===== config.mk =====
export PLATFORM = sky130hd
export DESIGN_NAME = circular_buffer_reader
export DESIGN_NICKNAME = d
export VERILOG_FILES = /design/src/rtl/circular_buffer_reader_pkg.sv /design/src/rtl/circular_buffer_reader.sv
export SDC_FILE = /design/constraint.sdc
export NUM_CORES = 1
export LEC_CHECK = 0
export CAP_MARGIN = 10
export CORE_MARGIN = 2
export CORE_UTILIZATION = 43
export CTS_CLUSTER_DIAMETER = 30
export DETAILED_ROUTE_END_ITERATION = 12
export HOLD_SLACK_MARGIN = 0.12
export PLACE_DENSITY = 0.76
export SETUP_SLACK_MARGIN = 0.5
export SLEW_MARGIN = 10
export SYNTH_ARGS = -nofsm -noshare
export SYNTH_HDL_FRONTEND = slang
export SYNTH_SLANG_ARGS = --single-unit
export TNS_END_PERCENT = 20

===== constraint.sdc =====
create_clock -name clk -period 1.45 [get_ports clk]
set_input_delay 0.29 -clock clk [delete_from_list [all_inputs] [get_ports clk]]
set_output_delay 0.29 -clock clk [all_outputs]
set_load 0.05 [all_outputs]

===== src/rtl/circular_buffer_reader_pkg.sv =====
// Shared definitions for the circular-buffer reader: FSM state encodings.
package circular_buffer_reader_pkg;

  // Single-bit FSM state encodings.
  localparam logic [0:0] StFill = 1'b0;  // accumulating words into the pack register
  localparam logic [0:0] StHold = 1'b1;  // packed word presented downstream

  // Lane-index width; at least one bit so PACK==1 still yields a legal vector.
  function automatic int unsigned idx_width(input int unsigned pack);
    return (pack > 1) ? $clog2(pack) : 1;
  endfunction

endpackage


===== src/rtl/circular_buffer_reader.sv =====
// Consumer-side reader: pops fall-through buffer words, packs PACK of them into one wide
// word and offers it on an out_valid/out_ready handshake. Flush emits a partial pack.
module circular_buffer_reader
  import circular_buffer_reader_pkg::*;
#(
  parameter int unsigned DATA_W = 8,
  parameter int unsigned PACK   = 4,
  parameter int unsigned CNT_W  = 3
) (
  input  logic                   clk,
  input  logic                   rst,
  input  logic                   buf_valid,
  input  logic [DATA_W-1:0]      buf_data,
  output logic                   read_en,
  input  logic                   flush,
  output logic                   out_valid,
  input  logic                   out_ready,
  output logic [DATA_W*PACK-1:0] out_data,
  output logic [CNT_W-1:0]       out_cnt
);

  localparam int unsigned IdxW = idx_width(PACK);

  logic [0:0]             state_q, state_d;
  logic [IdxW-1:0]        idx_q, idx_d;
  logic [DATA_W*PACK-1:0] pack_q, pack_d;
  logic [CNT_W-1:0]       cnt_q, cnt_d;
  logic                   pop;

  // Pop request: only with a word present, and in HOLD only when the output drains.
  always_comb begin
    read_en = ~rst & buf_valid & ((state_q == StFill) | out_ready);
    pop     = read_en;
  end

  // Next-state logic for the FSM, lane index, pack register and lane count.
  always_comb begin
    state_d = state_q;
    idx_d   = idx_q;
    pack_d  = pack_q;
    cnt_d   = cnt_q;
    if (state_q == StFill) begin
      if (pop) begin
        for (int k = 0; k < int'(PACK); k++) begin
          if (idx_q == IdxW'(k)) pack_d[k*DATA_W +: DATA_W] = buf_data;
        end
        if (flush || (idx_q == IdxW'(PACK - 1))) begin
          state_d = StHold;
          cnt_d   = CNT_W'(idx_q) + CNT_W'(1);
          idx_d   = '0;
        end else begin
          idx_d = idx_q + IdxW'(1);
        end
      end else if (flush && (idx_q != '0)) begin
        state_d = StHold;
        cnt_d   = CNT_W'(idx_q);
        idx_d   = '0;
      end
    end else if (out_ready) begin
      // Transfer completes; a same-cycle pop starts the next pack in lane 0.
      state_d = StFill;
      pack_d  = '0;
      idx_d   = '0;
      if (pop) begin
        pack_d[DATA_W-1:0] = buf_data;
        if (PACK == 1) begin
          state_d = StHold;
          cnt_d   = CNT_W'(1);
        end else begin
          idx_d = IdxW'(1);
        end
      end
    end
  end

  // State registers with asynchronous active-high reset.
  always_ff @(posedge clk or posedge rst) begin
    if (rst) begin
      state_q <= StFill;
      idx_q   <= '0;
      pack_q  <= '0;
      cnt_q   <= '0;
    end else begin
      state_q <= state_d;
      idx_q   <= idx_d;
      pack_q  <= pack_d;
      cnt_q   <= cnt_d;
    end
  end

  // Registered outputs come straight from state.
  always_comb begin
    out_valid = (state_q == StHold);
    out_data  = pack_q;
    out_cnt   = cnt_q;
  end

endmodule


Word-level counts from Yosys, hierarchy flattened --
Index checks and enable logic that the tools add are counted.
Operators by class: add/subtract/negate cells 2, equality and inequality tests 5, muxes and demuxes 22, bitwise logic cells 5, reductions and logical operators 17
Operator list (number):
- 32-bit 2-to-1 mux | 3
- 8-bit 2-to-1 mux | 5
- 3-bit AND reduction | 5
- 2-bit nonzero test | 7
- 2-bit 2-to-1 mux | 5
- 3-bit 2-to-1 mux | 3
- 1-bit 2-to-1 mux | 6
- 2-bit equality test, second input constant | 2
- 2-bit by 1-bit adder with 3-bit output, second input constant | 1
- 3-bit nonzero test | 1
- 2-bit by 1-bit adder with 2-bit output, second input constant | 1
- 1-bit bitwise AND | 2
- 2-bit by 1-bit equality test with 1-bit output, second input constant | 1
- 2-bit zero test | 1
- 2-bit by 1-bit inequality test with 1-bit output, second input constant | 1
- 2-bit inequality test, second input constant | 1
- 1-bit inverter | 2
- 2-bit AND reduction | 1
- 1-bit logical AND | 1
- 1-bit logical OR | 1
- 1-bit OR | 1
Storage, ports and cells: bits in registers 38, input port bits 13, output and inout port bits 37

Longest topological paths before layout --
Gate-level depths: netlist (run 1).
depth in word-level cells 6, gate-level depth with buffers 6

Least setup slack after synthesis (run 1) --
No wires, ideal clock.
kind reg-to-reg, start register state_q, in the netlist out_valid, end register cnt_q[0], in the netlist out_cnt[0], arrival time 1.691 ns, data required time 1.363 ns, path slack -0.328 ns, stages on the path, launching flop included 6, buffers on the path 1, clock period less this slack 1.778 ns, path through dfrtp_1 -> buf_2 -> nor2b_4 -> nor2_2 -> o21ai_0 -> a22oi_1
Between the ends: word-level cells in the longest chain between the ends 5, elaborated cells between the ends (all ways) 7, those cells by class eq/ne (1); mux (1); bitwise (3); reduce/logical (2)
RTL lines:
- start, declared | line circular_buffer_reader.sv:24 | logic [0:0] state_q, state_d;
- start signal, assigned | line circular_buffer_reader.sv:79 | state_q <= StFill;
- start signal, assigned | line circular_buffer_reader.sv:84 | state_q <= state_d;
- 1-bit inverter (no source line) *
- 1-bit OR * | line circular_buffer_reader.sv:32 | read_en = ~rst & buf_valid & ((state_q == StFill) | out_ready);
- 1-bit bitwise AND * | line circular_buffer_reader.sv:32
- net read_en | line circular_buffer_reader.sv:14 | output logic read_en,
- 2-bit by 1-bit inequality test with 1-bit output (no source line) or 2-bit nonzero test (tied branches)
- 3-bit AND reduction (no source line)
- end signal, assigned | line circular_buffer_reader.sv:87 | cnt_q <= cnt_d;
- end, declared | line circular_buffer_reader.sv:27 | logic [CNT_W-1:0] cnt_q, cnt_d;
The timed path passes the listed nets; every way through them passes the cells marked *. A chain may end at the register's enable or synchronous reset.

Worst setup path in the final report (run 1) --
start register idx_q[1], end register pack_q[1], in the netlist out_data[1]
Between the ends: word-level cells in the longest chain between the ends 3
RTL lines:
- start, declared | line circular_buffer_reader.sv:25 | logic [IdxW-1:0] idx_q, idx_d;
- start signal, assigned | line circular_buffer_reader.sv:85 | idx_q <= idx_d;
- 2-bit zero test | line circular_buffer_reader.sv:45 | if (idx_q == IdxW'(k)) pack_d[k*DATA_W +: DATA_W] = buf_data;
- 2-bit nonzero test (no source line)
- 3-bit AND reduction (no source line)
- end signal, assigned | line circular_buffer_reader.sv:86 | pack_q <= pack_d;
- end, declared | line circular_buffer_reader.sv:26 | logic [DATA_W*PACK-1:0] pack_q, pack_d;
No other way between the ends.

==> results of run 1 <==
[cells by family after synthesis]
kind of cell | count (synthesis) | synth area share, %
AO/OA/AOI/OAI | 51 | 18.4
AND/OR/NAND/NOR | 49 | 13.6
flip-flops | 38 | 53.5
multiplexers | 15 | 8.45
buffers and inverters | 11 | 3.24
adder cells (fa/ha/maj) | 4 | 2.82
[layout by cell type (no fill, tap or decap), drive strengths merged]
master	count
or3	1
and2b	1
mux2i	15
nand2	34
o21ai	25
dlymetal6s2s	1
o21a	1
nand2b	3
nor2	5
nand3b	1
buf	68
dfrtp	38
o22ai	1
a21oi	4
clkbuf	8
a22o	10
a22oi	1
inv	4
ha	4
nor2b	2
a21o	3
a31oi	2
dlygate4sd2	3
o32ai	2
o31ai	2
clkdlybuf4s50	8
nor3	1
nand3	1
[repair_timing]
| item | in CTS | in global routing |
|---|---|---|
| buffers inserted | 11 | 1 |
| pin swaps | 9 | 9 |
| endpoints found under the setup margin | 75 | 75 |
| gates resized for setup | 23 | 20 |
[worst max-delay path by stage]
stage               startpoint           to  slack (ps)  cells past startpoint
floorplan            out_valid   out_cnt[1]          40                      5
global placement           rst  out_data[2]        -290                      4
detailed placement         rst  out_data[0]        -350                      4
CTS                  out_valid      read_en          50                      3
global route          idx_q[1]  out_data[0]         -40                      5
finish                idx_q[1]  out_data[1]           5                      5
[per-layer routing]
| layer | global-route usage [%] | vias to the layer above | part of all wire, % |
|---|---|---|---|
| li1 | - | 752 | - |
| met1 | 31.9 | 841 | 37 |
| met3 | 6.25 | 17 | 7.5 |
| met4 | 9.00 | 0 | 3.2 |
| met2 | 45.1 | 98 | 52 |
| met5 | 0 | - | 0 |
[flip-flops by register name, indices dropped and copies added, names as in the netlist]
signal / flops
out_data: 32
out_valid: 1
idx_q: 2
out_cnt: 3
[worst min-delay path: stages]
cell and delay (ps):
dlygate4sd2_1 290, inv_1 120, buf_12 230
[report_power, final]
part           leakage, nW  switching [mW]  internal (mW)
clock               0.0395           0.365          0.342
sequential           0.506           0.396           1.36
combinational        0.962            1.97           1.83
total                 1.51            2.73           3.53
[per-stage QoR]
step | instances | area (sq um) | utilization, % | setup WS (ps)
after floorplan | 168 | 1800 | - | 40.6
after global placement | 279 | 2850 | 71.2 | -294
after detailed placement | 279 | 2850 | 71.2 | -353
after CTS | 298 | 3080 | 77.0 | 48.0
after global routing | 299 | 3180 | 79.5 | -41.8
final | 299 | 3180 | 79.5 | 4.55
[layout make-up]
class / instances / area (sq um)
clock buffers: 8 / 80.1
well taps: 50 / 62.6
repair buffers: 80 / 1150
inverters: 4 / 15.0
flip-flops and latches: 38 / 955
fillers: 206 / 820
multi-input cells: 119 / 920
==> reports/metrics.cfg, run 1 <==
[run_status]
outcome=complete, no violations

[final_layout]
num-nets-final=265
n_antenna_cell=0
drive_above_1_share_pct=41.8
area_growth_pct=79.0

[sta]
setup_tns_ps=0
finalMaxSlewViolations=0
finalCritPeriodShare_pct=99.7
setup_viol=0
fin_skew_ps=5.21
clock.fmax_ghz=0.692
rsz0062_at_grt=true
worstMarginPinSlew_ps=345
max_slew_margin_pct=77.0
hold_viol=0
fin_hold_ws_ps=267
period_minus_slack_ps=1450

[global_route]
grt.total_usage_pct=26.1
grt_max_degree=39
grt-ovfl-total=0
antenna_found_initial=0
grt_pass1_vias=1731
grt_pass1_wl_um=8710

[clock_network]
clock_tree.buffer_depth=2
htreeDepth=2
cts_tree=yes
cts.sinks=38
cts-root-buf=clkbuf_8
clk_latency_ps=290
cts_made_buffers=5
holdBufCountCts=0
cts.reportedPaths.clkPinSlew_ps=70

[worst_setup_path]
timing.rr.start=idx_q[1]
cpPeakStageDelay_ps=450
slowest_stage=dfrtp_2
timing.critical_path.cells=inv_2 -> ha_4 -> nand2_2 -> o21a_4 -> a22o_1
cp_data_required_time_ps=1630
r2r_slack_ps=5
cp.arrival_ps=1630
cp_max_fo=8
path_delay_family=compound AO/OA/AOI/OAI gates
r2r_end=out_data[1]
worstRegToRegCells=5
path_class=flip-flop to flip-flop
critPathBufInv=1
cp-start-kind=flip-flop
worst_setup_path_end_kind=flip-flop

[min_path]
hold_path.class=input pin to async pin

[detailed_routing]
drtIter0Drc=96
vias_per_cell=5.71
wl_um=6160
ant_nets=0
wl_per_cell_um=20.6
via_count=1708
drc_errors=0
first_pass_iters=4

[power_and_ir_drop]
power_density_mw_per_mm2=1970
p_leak_nw=1.51
vdd_drop_max_uv=1210
total_power_mw=6.27

[placement]
port_buffers=49
dp_hpwl_um=3450
routabilityCongestion=0.923

[run]
cap_violations=0

[floorplan]
io_pins=50
die_y_um=68.3
core_area_sq_mm=0.00400
die_w_um=68.3
start_util_pct=44.4
die_area_sq_mm=0.00466
num_rows=23

[logic_synthesis]
ys_async_sr_fraction_pct=100
syn_inst=168
synth_area_sq_mm=0.00178
synthDominantCellAreaShare_pct=53.5
syn_nets=185
syn_avg_cell_area_sq_um=10.6
synth.most_common_cell=dfrtp_1
ys_ff_latch=38
synth_common_cells=dfrtp_1, nand2_1, o21ai_0, mux2i_1, a22o_1
ys_types=34
yosysSeqAreaShare_pct=53.5
ys.flop_type=dfrtp_1
synth_edf_count=0
synthTopCellsByArea=dfrtp_1, mux2i_1, nand2_1
synth_top_area_cell=dfrtp_1
yosysWarnings=0

Note: power is estimated with default switching activity, not from simulation.
==> run 2: changes to the inputs <==
--- a/config.mk
+++ b/config.mk
@@ -6,7 +6,6 @@
 export NUM_CORES = 1
 export LEC_CHECK = 0
 export CAP_MARGIN = 10
-export CORE_MARGIN = 2
 export CORE_UTILIZATION = 43
 export CTS_CLUSTER_DIAMETER = 30
 export DETAILED_ROUTE_END_ITERATION = 12
==> reports/metrics.cfg, run 2 (synthesized netlist as in run 1, its figures left out) <==
[run_status]
outcome=finished with violations
failed_checks=setup timing

[sta]
finalCritPeriodShare_pct=104
max_slew_margin_pct=81.3
worstMarginPinSlew_ps=281
rsz0062_at_grt=true
finalWorstSetupSlack_ps=-51.0
setup_viol=3
fin_skew_ps=4.76
finalMaxSlewViolations=0
setup_tns_ps=-60.4
clock.fmax_ghz=0.666
period_minus_slack_ps=1500
hold_viol=0

[power_and_ir_drop]
p_clk_share_pct=13.7
switching_power_mw=2.78
power_frac_comb_pct=60.0
pwr-share-seq_pct=26.3
p_leak_nw=1.53
intPower_mw=3.91
total_power_mw=6.69
vdd_drop_max_uv=1540
power_density_mw_per_mm2=2040
p_sw_share_pct=41.5

[final_layout]
design_area_sq_mm=0.00328
final_common_cell=buf_12
num-nets-final=271
n_antenna_cell=0
area_growth_pct=84.4
drive_above_1_share_pct=42.9
final_cell_mix=buf_12, dfrtp_1, nand2_1
largest_register_ffs=32

[global_route]
grt_max_degree=20
antenna_found_initial=0
grt_pass1_wl_um=8430
grt-ovfl-total=0
grt_pass1_vias=1662
grt.total_usage_pct=27.0

[placement]
dp_hpwl_um=3490
placed_cell_area_sq_mm=0.00285
routabilityCongestion=0.865
pre_cts_slack_ps=-332
port_buffers=49

[worst_setup_path]
cp.arrival_ps=1680
worstRegToRegCells=6
worst_setup_path_end_kind=flip-flop
path_class=flip-flop to flip-flop
path_delay_family=flip-flops
slowest_stage=dfrtp_1
cp_data_required_time_ps=1630
r2r_slack_ps=-50
path_common_cell=buf_4
cp_max_fo=4
timing.critical_path.cells=buf_4 -> ha_4 -> nand3b_1 -> buf_4 -> mux2i_2 -> o21ai_1
worstSetupPathDepth=6
cp-start-kind=flip-flop
critPathBufInv=2
cpPeakStageDelay_ps=440

[clock_network]
cts_made_buffers=5
cts.sinks=38
cts_tree=yes
cts.reportedPaths.clkPinSlew_ps=70
clk_latency_ps=290
cts-root-buf=clkbuf_8
clock_tree.buffer_depth=2
htreeDepth=2

[detailed_routing]
wl_per_cell_um=19.5
via_count=1709
wl_um=5930
drc_errors=0
first_pass_iters=4
vias_per_cell=5.62
drtIter0Drc=85
ant_nets=0

[min_path]
hold_path.class=input pin to async pin

[floorplan]
die_y_um=66.3
io_pins=50
start_util_pct=44.7
num_rows=23
die_w_um=66.3
die_area_sq_mm=0.00439
core_area_sq_mm=0.00397

[run]
cap_violations=0

==> run 2: cell count changes in the layout (fill, tap and decap cells not counted), moves of 2 or more <==
cell      change
a21oi_2       -3
buf_4         +6
clkbuf_1      -3
o31ai_1       +2
inv_4         +2
a21oi_1       +2
inv_2         -2
==> run 2: final cells by class <==
cell class | count | area, sq um
clock buffers | 6 | 82.6
clock inverters | 1 | 30.0
fillers | 203 | 694
inverters | 4 | 20.0
multi-input cells | 119 | 937
flip-flops and latches | 38 | 953
well taps | 50 | 62.6
repair buffers | 86 | 1190
==> run 2: worst paths after layout <==
check / from / end
max in group asynchronous: rst / idx_q[0]
worst min register to register: out_cnt[2] / out_cnt[2]
worst max register to register: idx_q[1] / out_data[31]
worst max-delay path: idx_q[1] / out_data[31]
worst min-delay path: rst / out_cnt[1]
min in group clk: out_cnt[2] / out_cnt[2]
==> run 2: timing repair <==
| item | CTS | global route |
|---|---|---|
| gates resized for setup | 23 | 21 |
| buffers inserted | 12 | 4 |
| hold buffers | 0 | 0 |
| pin swaps | 10 | 27 |
| setup endpoints to repair | 75 | 75 |
==> run 2: worst reg2reg max path, stage by stage, from the launching register on <==
cell and delay (ps):
dfrtp_1 440, buf_4 170, ha_4 170, nand3b_1 140
buf_4 140, mux2i_2 230, o21ai_1 90
==> run 2: power groups by stage <==
stage	Combinational [mW]	Sequential, mW	Clock [mW]
final	4.01	1.76	0.917
after floorplan	0.805	2.51	0
after global placement	3.28	1.75	0
after CTS	3.60	1.74	0.915
after detailed placement	3.30	1.77	0
after global routing	4.16	1.79	0.966
==> run 2: per-stage QoR <==
| stage | hold WS (ps) | utilization, % | instances |
|---|---|---|---|
| finish | 253 | 82.5 | 304 |
| global placement | 533 | 71.7 | 281 |
| floorplan | 407 | - | 168 |
| CTS | 221 | 78.9 | 300 |
| global route | 297 | 82.5 | 304 |
| detailed placement | 538 | 71.7 | 281 |
==> run 2: routing by layer <==
| layer | GRT usage, % | part of all wire [%] | vias up |
|---|---|---|---|
| met5 | 0 | 0 | - |
| met4 | 12.8 | 3.3 | 0 |
| met2 | 41.3 | 49 | 91 |
| met1 | 37.4 | 41 | 834 |
| met3 | 4.31 | 6.7 | 18 |
| li1 | - | - | 766 |
